--- src/rtl/writeback_unit.sv ---
// writeback_unit
//   Writeback stage: buffers register-write results from execute in a small
//   FIFO and delivers them one at a time to the register bank using a
//   two-phase toggle strobe. Writes to r15 become a PC load for fetch and
//   never reach the bank. Exposes a per-register pending mask for RAW stalls.
//
//   Optional build macro: WRITEBACK_FWD_EN enables the forwarding port
//   (youngest pending value for fwdAddr). Without it fwdHit/fwdData are 0.
//
// Parameters
//   DEPTH        FIFO entries (power of two, >= 2)
//   HOLD_CYCLES  cycles addrw/dataOut stay stable after a toggle (>= 1)
// Ports
//   clk, rst               clock, asynchronous active-high reset
//   inValid/inAddr/inData  write from execute; inReady = FIFO not full
//   triggerOutw            toggle strobe, one toggle per bank write
//   addrw/dataOut          bank write address/data
//   pcLoad/pcTarget        one-cycle PC load pulse and target
//   pendingMask            bit n set while a write to rn is queued/in flight
//   busy                   FIFO non-empty or FSM not idle
//   fwdAddr/fwdHit/fwdData forwarding query and result
module writeback_unit #(
  parameter int unsigned DEPTH       = 4,
  parameter int unsigned HOLD_CYCLES = 2
) (
  input  logic        clk,
  input  logic        rst,
  input  logic        inValid,
  input  logic [3:0]  inAddr,
  input  logic [31:0] inData,
  output logic        inReady,
  output logic        triggerOutw,
  output logic [3:0]  addrw,
  output logic [31:0] dataOut,
  output logic        pcLoad,
  output logic [31:0] pcTarget,
  output logic [15:0] pendingMask,
  output logic        busy,
  input  logic [3:0]  fwdAddr,
  output logic        fwdHit,
  output logic [31:0] fwdData
);

  localparam int unsigned PW = $clog2(DEPTH);
  localparam int unsigned HW = (HOLD_CYCLES > 1) ? $clog2(HOLD_CYCLES) : 1;

  typedef logic [PW-1:0] ptr_t;
  typedef logic [PW:0]   cnt_t;
  typedef logic [HW-1:0] hcnt_t;
  typedef enum logic [1:0] {IDLE, LAUNCH, HOLD} state_t;

  logic [3:0]  mem_addr [DEPTH];
  logic [31:0] mem_data [DEPTH];
  ptr_t        head, tail;
  cnt_t        count;
  logic [DEPTH-1:0] valid;

  state_t      state, state_nx;
  hcnt_t       holdCnt, holdCnt_nx;
  logic [3:0]  ifAddr;
  logic [31:0] ifData;

  logic push, pop, do_toggle, do_pcload;

  // inReady uses the pre-pop count, so a full FIFO refuses even while popping
  assign inReady = (count != cnt_t'(DEPTH));
  assign push    = inValid & inReady;
  assign busy    = (count != '0) || (state != IDLE);

  always_comb begin
    state_nx   = state;
    holdCnt_nx = holdCnt;
    pop        = 1'b0;
    do_toggle  = 1'b0;
    do_pcload  = 1'b0;
    case (state)
      IDLE: begin
        if (count != '0) begin
          pop      = 1'b1;
          state_nx = LAUNCH;
        end
      end
      LAUNCH: begin
        if (ifAddr == 4'd15) begin
          do_pcload = 1'b1;
          state_nx  = IDLE;
        end else begin
          do_toggle  = 1'b1;
          holdCnt_nx = hcnt_t'(HOLD_CYCLES - 1);
          state_nx   = HOLD;
        end
      end
      HOLD: begin
        if (holdCnt == '0) state_nx = IDLE;
        else               holdCnt_nx = holdCnt - hcnt_t'(1);
      end
      default: state_nx = IDLE;
    endcase
  end

  always_ff @(posedge clk or posedge rst) begin
    if (rst) begin
      state   <= IDLE;
      holdCnt <= '0;
    end else begin
      state   <= state_nx;
      holdCnt <= holdCnt_nx;
    end
  end

  always_ff @(posedge clk or posedge rst) begin
    if (rst) begin
      head  <= '0;
      tail  <= '0;
      count <= '0;
    end else begin
      if (push) tail <= tail + ptr_t'(1);
      if (pop)  head <= head + ptr_t'(1);
      case ({push, pop})
        2'b10:   count <= count + cnt_t'(1);
        2'b01:   count <= count - cnt_t'(1);
        default: ;
      endcase
    end
  end

  // Storage needs no reset: only entries flagged by 'valid' are ever observed
  always_ff @(posedge clk) begin
    if (push) begin
      mem_addr[tail] <= inAddr;
      mem_data[tail] <= inData;
    end
  end

  always_ff @(posedge clk or posedge rst) begin
    if (rst) begin
      ifAddr      <= '0;
      ifData      <= '0;
      addrw       <= '0;
      dataOut     <= '0;
      triggerOutw <= 1'b0;
      pcLoad      <= 1'b0;
      pcTarget    <= '0;
    end else begin
      pcLoad <= do_pcload;
      if (pop) begin
        ifAddr <= mem_addr[head];
        ifData <= mem_data[head];
        // bank address/data move only here, one cycle ahead of the toggle
        if (mem_addr[head] != 4'd15) begin
          addrw   <= mem_addr[head];
          dataOut <= mem_data[head];
        end
      end
      if (do_toggle) triggerOutw <= ~triggerOutw;
      if (do_pcload) pcTarget <= ifData;
    end
  end

  // Entry i is live when its distance from head is below count
  always_comb begin
    valid = '0;
    for (int unsigned i = 0; i < DEPTH; i++)
      valid[i] = ({1'b0, ptr_t'(i) - head} < count);
  end

  always_comb begin
    pendingMask = '0;
    for (int unsigned i = 0; i < DEPTH; i++)
      if (valid[i]) pendingMask[mem_addr[i]] = 1'b1;
    if (state != IDLE) pendingMask[ifAddr] = 1'b1;
  end

`ifdef WRITEBACK_FWD_EN
  ptr_t fidx;

  // Oldest-first scan with overwrite, so the youngest match ends up winning;
  // the in-flight entry is older than anything in the FIFO.
  always_comb begin
    fwdHit  = 1'b0;
    fwdData = '0;
    fidx    = '0;
    if ((state != IDLE) && (ifAddr == fwdAddr)) begin
      fwdHit  = 1'b1;
      fwdData = ifData;
    end
    for (int unsigned k = 0; k < DEPTH; k++) begin
      fidx = head + ptr_t'(k);
      if (({1'b0, ptr_t'(k)} < count) && (mem_addr[fidx] == fwdAddr)) begin
        fwdHit  = 1'b1;
        fwdData = mem_data[fidx];
      end
    end
  end
`else
  logic unused_fwd;
  assign unused_fwd = ^fwdAddr;
  assign fwdHit     = 1'b0;
  assign fwdData    = '0;
`endif

endmodule
--- config.mk ---
export PLATFORM = sky130hd
export DESIGN_NAME = writeback_unit
export DESIGN_NICKNAME = d
export VERILOG_FILES = /design/src/rtl/writeback_unit.sv
export SDC_FILE = /design/constraint.sdc
export NUM_CORES = 1
export LEC_CHECK = 0
export CORE_ASPECT_RATIO = 0.5
export CORE_MARGIN = 3
export CORE_UTILIZATION = 35
export CTS_BUF_LIST = sky130_fd_sc_hd__clkbuf_16
export CTS_CLUSTER_SIZE = 40
export DETAILED_ROUTE_END_ITERATION = 10
export GPL_TIMING_DRIVEN = 0
export RECOVER_POWER = 25
export SETUP_SLACK_MARGIN = 0.05
export SYNTH_ARGS = -nofsm -noshare
export SYNTH_HDL_FRONTEND = slang
export SYNTH_SLANG_ARGS = --single-unit
--- constraint.sdc ---
create_clock -name clk -period 3.8 [get_ports clk]
set_clock_uncertainty 0.05 [all_clocks]
set_input_delay 0.38 -clock clk [delete_from_list [all_inputs] [get_ports clk]]
set_output_delay 0.38 -clock clk [all_outputs]
set_load 0.02 [all_outputs]
; ---- Word-level counts from Yosys, hierarchy flattened
; Memories as Yosys holds them, arrays and structs flattened.
; Index checks and enable logic that the tools add are counted.
[totals]
mem_count = 2
wordCells = 98
out_inout_bits = 121
in_bits = 43
regBits = 116
mem_bits_rw = 144
[memory_table]
columns = memory, words, word_bits, rd, rd_ports_with_merged_regs, wr, line_no
row1 = mem_data, 4, 32, 1, 0, 1, 53  ; logic [31:0] mem_data [DEPTH];
row2 = mem_addr, 4, 4, 5, 0, 1, 52  ; logic [3:0] mem_addr [DEPTH];
[op_classes]
n_eq_ne = 10
bitwise = 6
order_cmp = 14
muxes = 31
reduce_logical = 14
addsub = 9
[ops]
columns = cell, count
row1 = $mux 16, 5
row2 = $or 16x16->16, 4
row3 = $lt 4x5->1 const B, 5
row4 = $demux 1 s4, 5
row5 = $ge 4x1->1 const B, 5
row6 = $mux 1, 15
row7 = $lt 2x3->1, 4
row8 = $mux 2, 3
row9 = $ne 2x2->1 const B, 3
row10 = $pmux 2 s3, 1
row11 = $pmux 3 s2, 1
row12 = $reduce_and 2->1, 3
row13 = $reduce_bool 2->1, 3
row14 = $logic_and 1x1->1, 5
row15 = $add 2x1->2 const B, 2
row16 = $eq 2x1->1 const B, 2
row17 = $eq 2x2->1 const B, 2
row18 = $eq 4x4->1 const B, 1
row19 = $ne 4x4->1 const B, 1
row20 = $sub 1x2->2 const A, 2
row21 = $sub 2x2->2 const A, 2
row22 = $add 3x1->3 const B, 1
row23 = $ne 3x3->1 const B, 1
row24 = $reduce_bool 3->1, 1
row25 = other kinds (7), 7

; ---- Depth between registers and ports, before layout
; An unclocked memory read counts as a cell.
[logic_depth]
depth_word = 14
ltp_mapped = 11
depth_no_buf = 10

; ---- Least setup slack after synthesis
; Ideal clock, no wire load.
[synth_path]
kind = register to output
from = register head[1]
to = output port pendingMask[0]
setup_slack_ns = 0.861
path_stages_with_launch = 10
arrival_ns = 2.509
path_cell_list = dfrtp_1 > buf_2 > buf_1 > inv_1 > ha_1 > a21boi_1 > o21ba_2 > or3_1 > or3_1 > nand4_1
[synth_via]
elab_chain_cells = 11
elab_cells_between_ends = 17
[synth_lines]
columns = element, line_no
row1 = from (decl), 54  ; ptr_t head, tail;
row2 = from (signal assigned), 118  ; if (pop) head <= head + ptr_t'(1);
row3 = $sub 1x2->2, 164  ; valid[i] = ({1'b0, ptr_t'(i) - head} < count);
row4 = $lt 2x3->1, 164
row5 = $mux 16, 170  ; if (valid[i]) pendingMask[mem_addr[i]] = 1'b1;
row6 = $or 16x16->16 (no source line), n/a
row7 = $mux 16, 170
row8 = $or 16x16->16 (no source line), n/a
row9 = $mux 16, 170
row10 = $or 16x16->16 (no source line), n/a
row11 = $mux 16 *, 170
row12 = $or 16x16->16 (no source line), n/a
row13 = $mux 16 *, 171  ; if (state != IDLE) pendingMask[ifAddr] = 1'b1;
row14 = to (decl), 37  ; output logic [15:0] pendingMask,
; Mark *: on every way between the ends. The rest lies on a longest branch, timed or not.

; ---- Worst setup path after layout
[layout_path]
from = register head[0]
to = output port pendingMask[3]
; Same word-level chain as after synthesis.

==> impl_metrics.json <==
{
  "nFillCells": 2613,
  "synthDistinctLibCells": 53,
  "drt_wl_total_mm": 25.67,
  "async_flop_share_pct": 44.62,
  "cap_violations": 1,
  "crit_path_start_kind": "register",
  "core_um2": 29670,
  "stdcell_count": 1326,
  "cts.sinks": 260,
  "port_buffers": 126,
  "cts_root_buf": "clkbuf_16",
  "vias_per_cell": 4.885,
  "synthTopCellsByCount": "144 x edfxtp_1, 121 x nand2_1, 116 x dfrtp_1",
  "path_class": "register to primary output",
  "placed_area_um2": 12770,
  "dpl.cell_count": 1276,
  "report.final.slew_viol_count": 48,
  "power_density_nw_per_um2": 844.6,
  "grt_pass1_wl_mm": 39.65,
  "drc_errors": 0,
  "place_hpwl_mm": 17.85,
  "tns_ns": 0,
  "switching_share_pct": 36.79,
  "synthCells": 722,
  "min_period_ns": 3.659,
  "cp-end-kind": "primary output",
  "gr-total-overflow": 0,
  "yosysWarningCount": 0,
  "setup_ws_ns": 0.1411,
  "antenna_cells": 0,
  "track_usage_pct": 15.74,
  "status": "finished, violations left",
  "p_clk_share_pct": 20.6,
  "setup_viol": 0,
  "yosysMostFrequentCell": "edfxtp_1",
  "violations": "max-capacitance violations, max-slew violations",
  "whs_ns": 0.4215,
  "final_nets": 969,
  "fmax_mhz": 273.3,
  "cp.required_ns": 3.37,
  "design_area_um2": 13650,
  "first_iter_violations": 512,
  "synth_seq_cells": 260,
  "yosysSeqAreaShare_pct": 67.03,
  "ant_nets": 0,
  "power.leakage_nw": 5.481,
  "slew-limit-headroom_pct": -56.02,
  "synth_ff_type": "edfxtp_1",
  "yosys.area.top_type": "edfxtp_1",
  "syn_area_per_cell_um2": 14.93,
  "seq_area_um2": 7228,
  "pre_cts_slack_ns": -0.2492,
  "fp.dieW_um": 254.2,
  "power.share.combinational_pct": 41.7,
  "synth_edf_count": 144,
  "synthTopCellsByArea": "edfxtp_1 40%, dfrtp_1 27%, mux4_2 7.5%",
  "switchingPower_mw": 4.243,
  "tightest_slew_ns": 2.328,
  "crit_path_max_fanout": 10,
  "grt_pass1_vias": 6648,
  "pin_count": 164,
  "rsz0062_at_grt": "no",
  "path_clk_slew_ns": 0.06,
  "via_count": 6477,
  "first_pass_iters": 4,
  "p_int_mw": 7.289,
  "cts_hold_buf": 0,
  "min_path_type": "register to register",
  "area_growth_pct": 26.63,
  "worst_ep_arrival_time_ns": 3.23,
  "die_h_um": 130.1,
  "cts_tree": "done",
  "dieArea_um2": 33070,
  "vdd_drop_max_v": 0.0003863,
  "post_drt_wl_per_cell_um": 19.36,
  "grt_max_degree": 70,
  "syn_area_um2": 10780,
  "multi_input_area_um2": 3291,
  "clk_path_buf_depth": 3,
  "final_layout_size_suffix_gt1_share_pct": 19.79,
  "insertion_delay_ns": 0.53,
  "placementRows": 44,
  "p_seq_share_pct": 37.7,
  "cts_inserted_buffers": 25,
  "hold_violations": 0,
  "grt_antenna_before_repair": 2,
  "start_util_pct": 36.33,
  "synth_top_area_share_pct": 40.11,
  "htree_levels": 1,
  "globalplace.congestion": 0.8438,
  "period_share_pct": 96.29
}
## power by group through the flow
stage | sequential [mW] | combinational [mW] | clock [mW]
finish | 4.34 | 4.81 | 2.38
global route | 4.45 | 5.24 | 2.56
CTS | 4.35 | 4.84 | 2.44
detailed placement | 4.40 | 4.75 | 0
global placement | 4.39 | 4.64 | 0
floorplan | 4.62 | 2.62 | 0
## metal layers
metal	part of all wire [%]	GRT usage [%]
met5	0.051	0
met3	3.9	2.748
met4	3.0	4.913
met1	44	20.88
met2	49	26.79
## state kept, by name, indices dropped and copies added, names as in the netlist
| name | flops |
|---|---|
| pcLoad | 1 |
| mem_addr | 16 |
| ifData | 32 |
| triggerOutw | 1 |
| head | 2 |
| pcTarget | 32 |
| ifAddr | 4 |
| addrw | 4 |
| dataOut | 32 |
| holdCnt | 1 |
| tail | 2 |
| count | 3 |
| state | 2 |
| mem_data | 128 |
## per-stage QoR
step	power (mW)	utilization [%]
2_1_floorplan	7.235	-
3_3_place_gp	9.034	42.64
3_5_place_dp	9.148	43.03
4_1_cts	11.63	45.96
5_1_grt	12.25	46.01
6_report	11.53	46.01
## cell type report
class	count	area share (%)
clock inverter	20	0.9714
multi-input combinational	418	24.10
clock buffer	26	4.765
buffer	59	3.061
inverter	16	0.4490
tap	391	3.583
timing repair buffer	136	10.13
sequential	260	52.94
## final timing paths
path | cells past startpoint | startpoint | to | slack (ns)
setup / recovery | 14 | head[0] | pendingMask[3] | 0.14
setup reg to reg | 11 | state[1] | count[2] | 0.69
min in group asynchronous | 2 | rst | ifData[5] | 0.87
max in group asynchronous | 3 | rst | dataOut[26] | 1.73
hold reg to reg | 2 | ifData[20] | ifData[20] | 0.42
hold / removal | 2 | ifData[20] | ifData[20] | 0.42
## timing repair
| action | in CTS | in global routing |
|---|---|---|
| buffers inserted | 4 | 1 |
| pin swaps | 3 | 2 |
| resized for setup | 42 | 7 |
| endpoints found under the setup margin | 16 | 8 |
## cell usage in the layout (no fill, tap or decap), types with 6 or more instances in the layout
master and count:
ha_1 8, dfrtp_1 115, dlygate4sd3_1 37, conb_1 33, edfxtp_1 144, mux4_2 36
o21ai_0 6, mux2_1 32, o211ai_1 8, a21oi_1 6, clkbuf_16 26, nand2_1 121
nor2_1 23, buf_2 7, clkinv_2 7, or3_1 16, o22ai_1 14, inv_1 21
dlygate4sd2_1 10, clkdlybuf4s50_1 73, clkbuf_1 12, mux2_2 32, buf_4 40, nand2b_1 10
## critical path: stages (launching register included)
cell	delay [ns]
dfrtp_1	0.36
buf_4	0.17
buf_8	0.16
buf_12	0.16
xor2_2	0.18
inv_1	0.11
ha_4	0.22
a21oi_4	0.24
o211ai_1	0.12
buf_4	0.18
buf_4	0.14
buf_4	0.13
o32a_1	0.28
o211ai_1	0.09
buf_4	0.17
## cell families (layout without fill, tap and decap cells)
group | count (synthesis) | in the layout | synth area share (%)
AOI/OAI and AO/OA | 56 | 56 | 3.563
xor gates and xnor gates | 8 | 8 | 0.6498
adders and majority gates | 10 | 10 | 1.230
buffers and inverters | 76 | 257 | 4.178
DFF | 260 | 260 | 67.03
muxes | 100 | 100 | 14.20
other | 1 | 33 | 0.03478
and+or+nand+nor | 211 | 211 | 9.110
(Power assumes the default switching activity.)
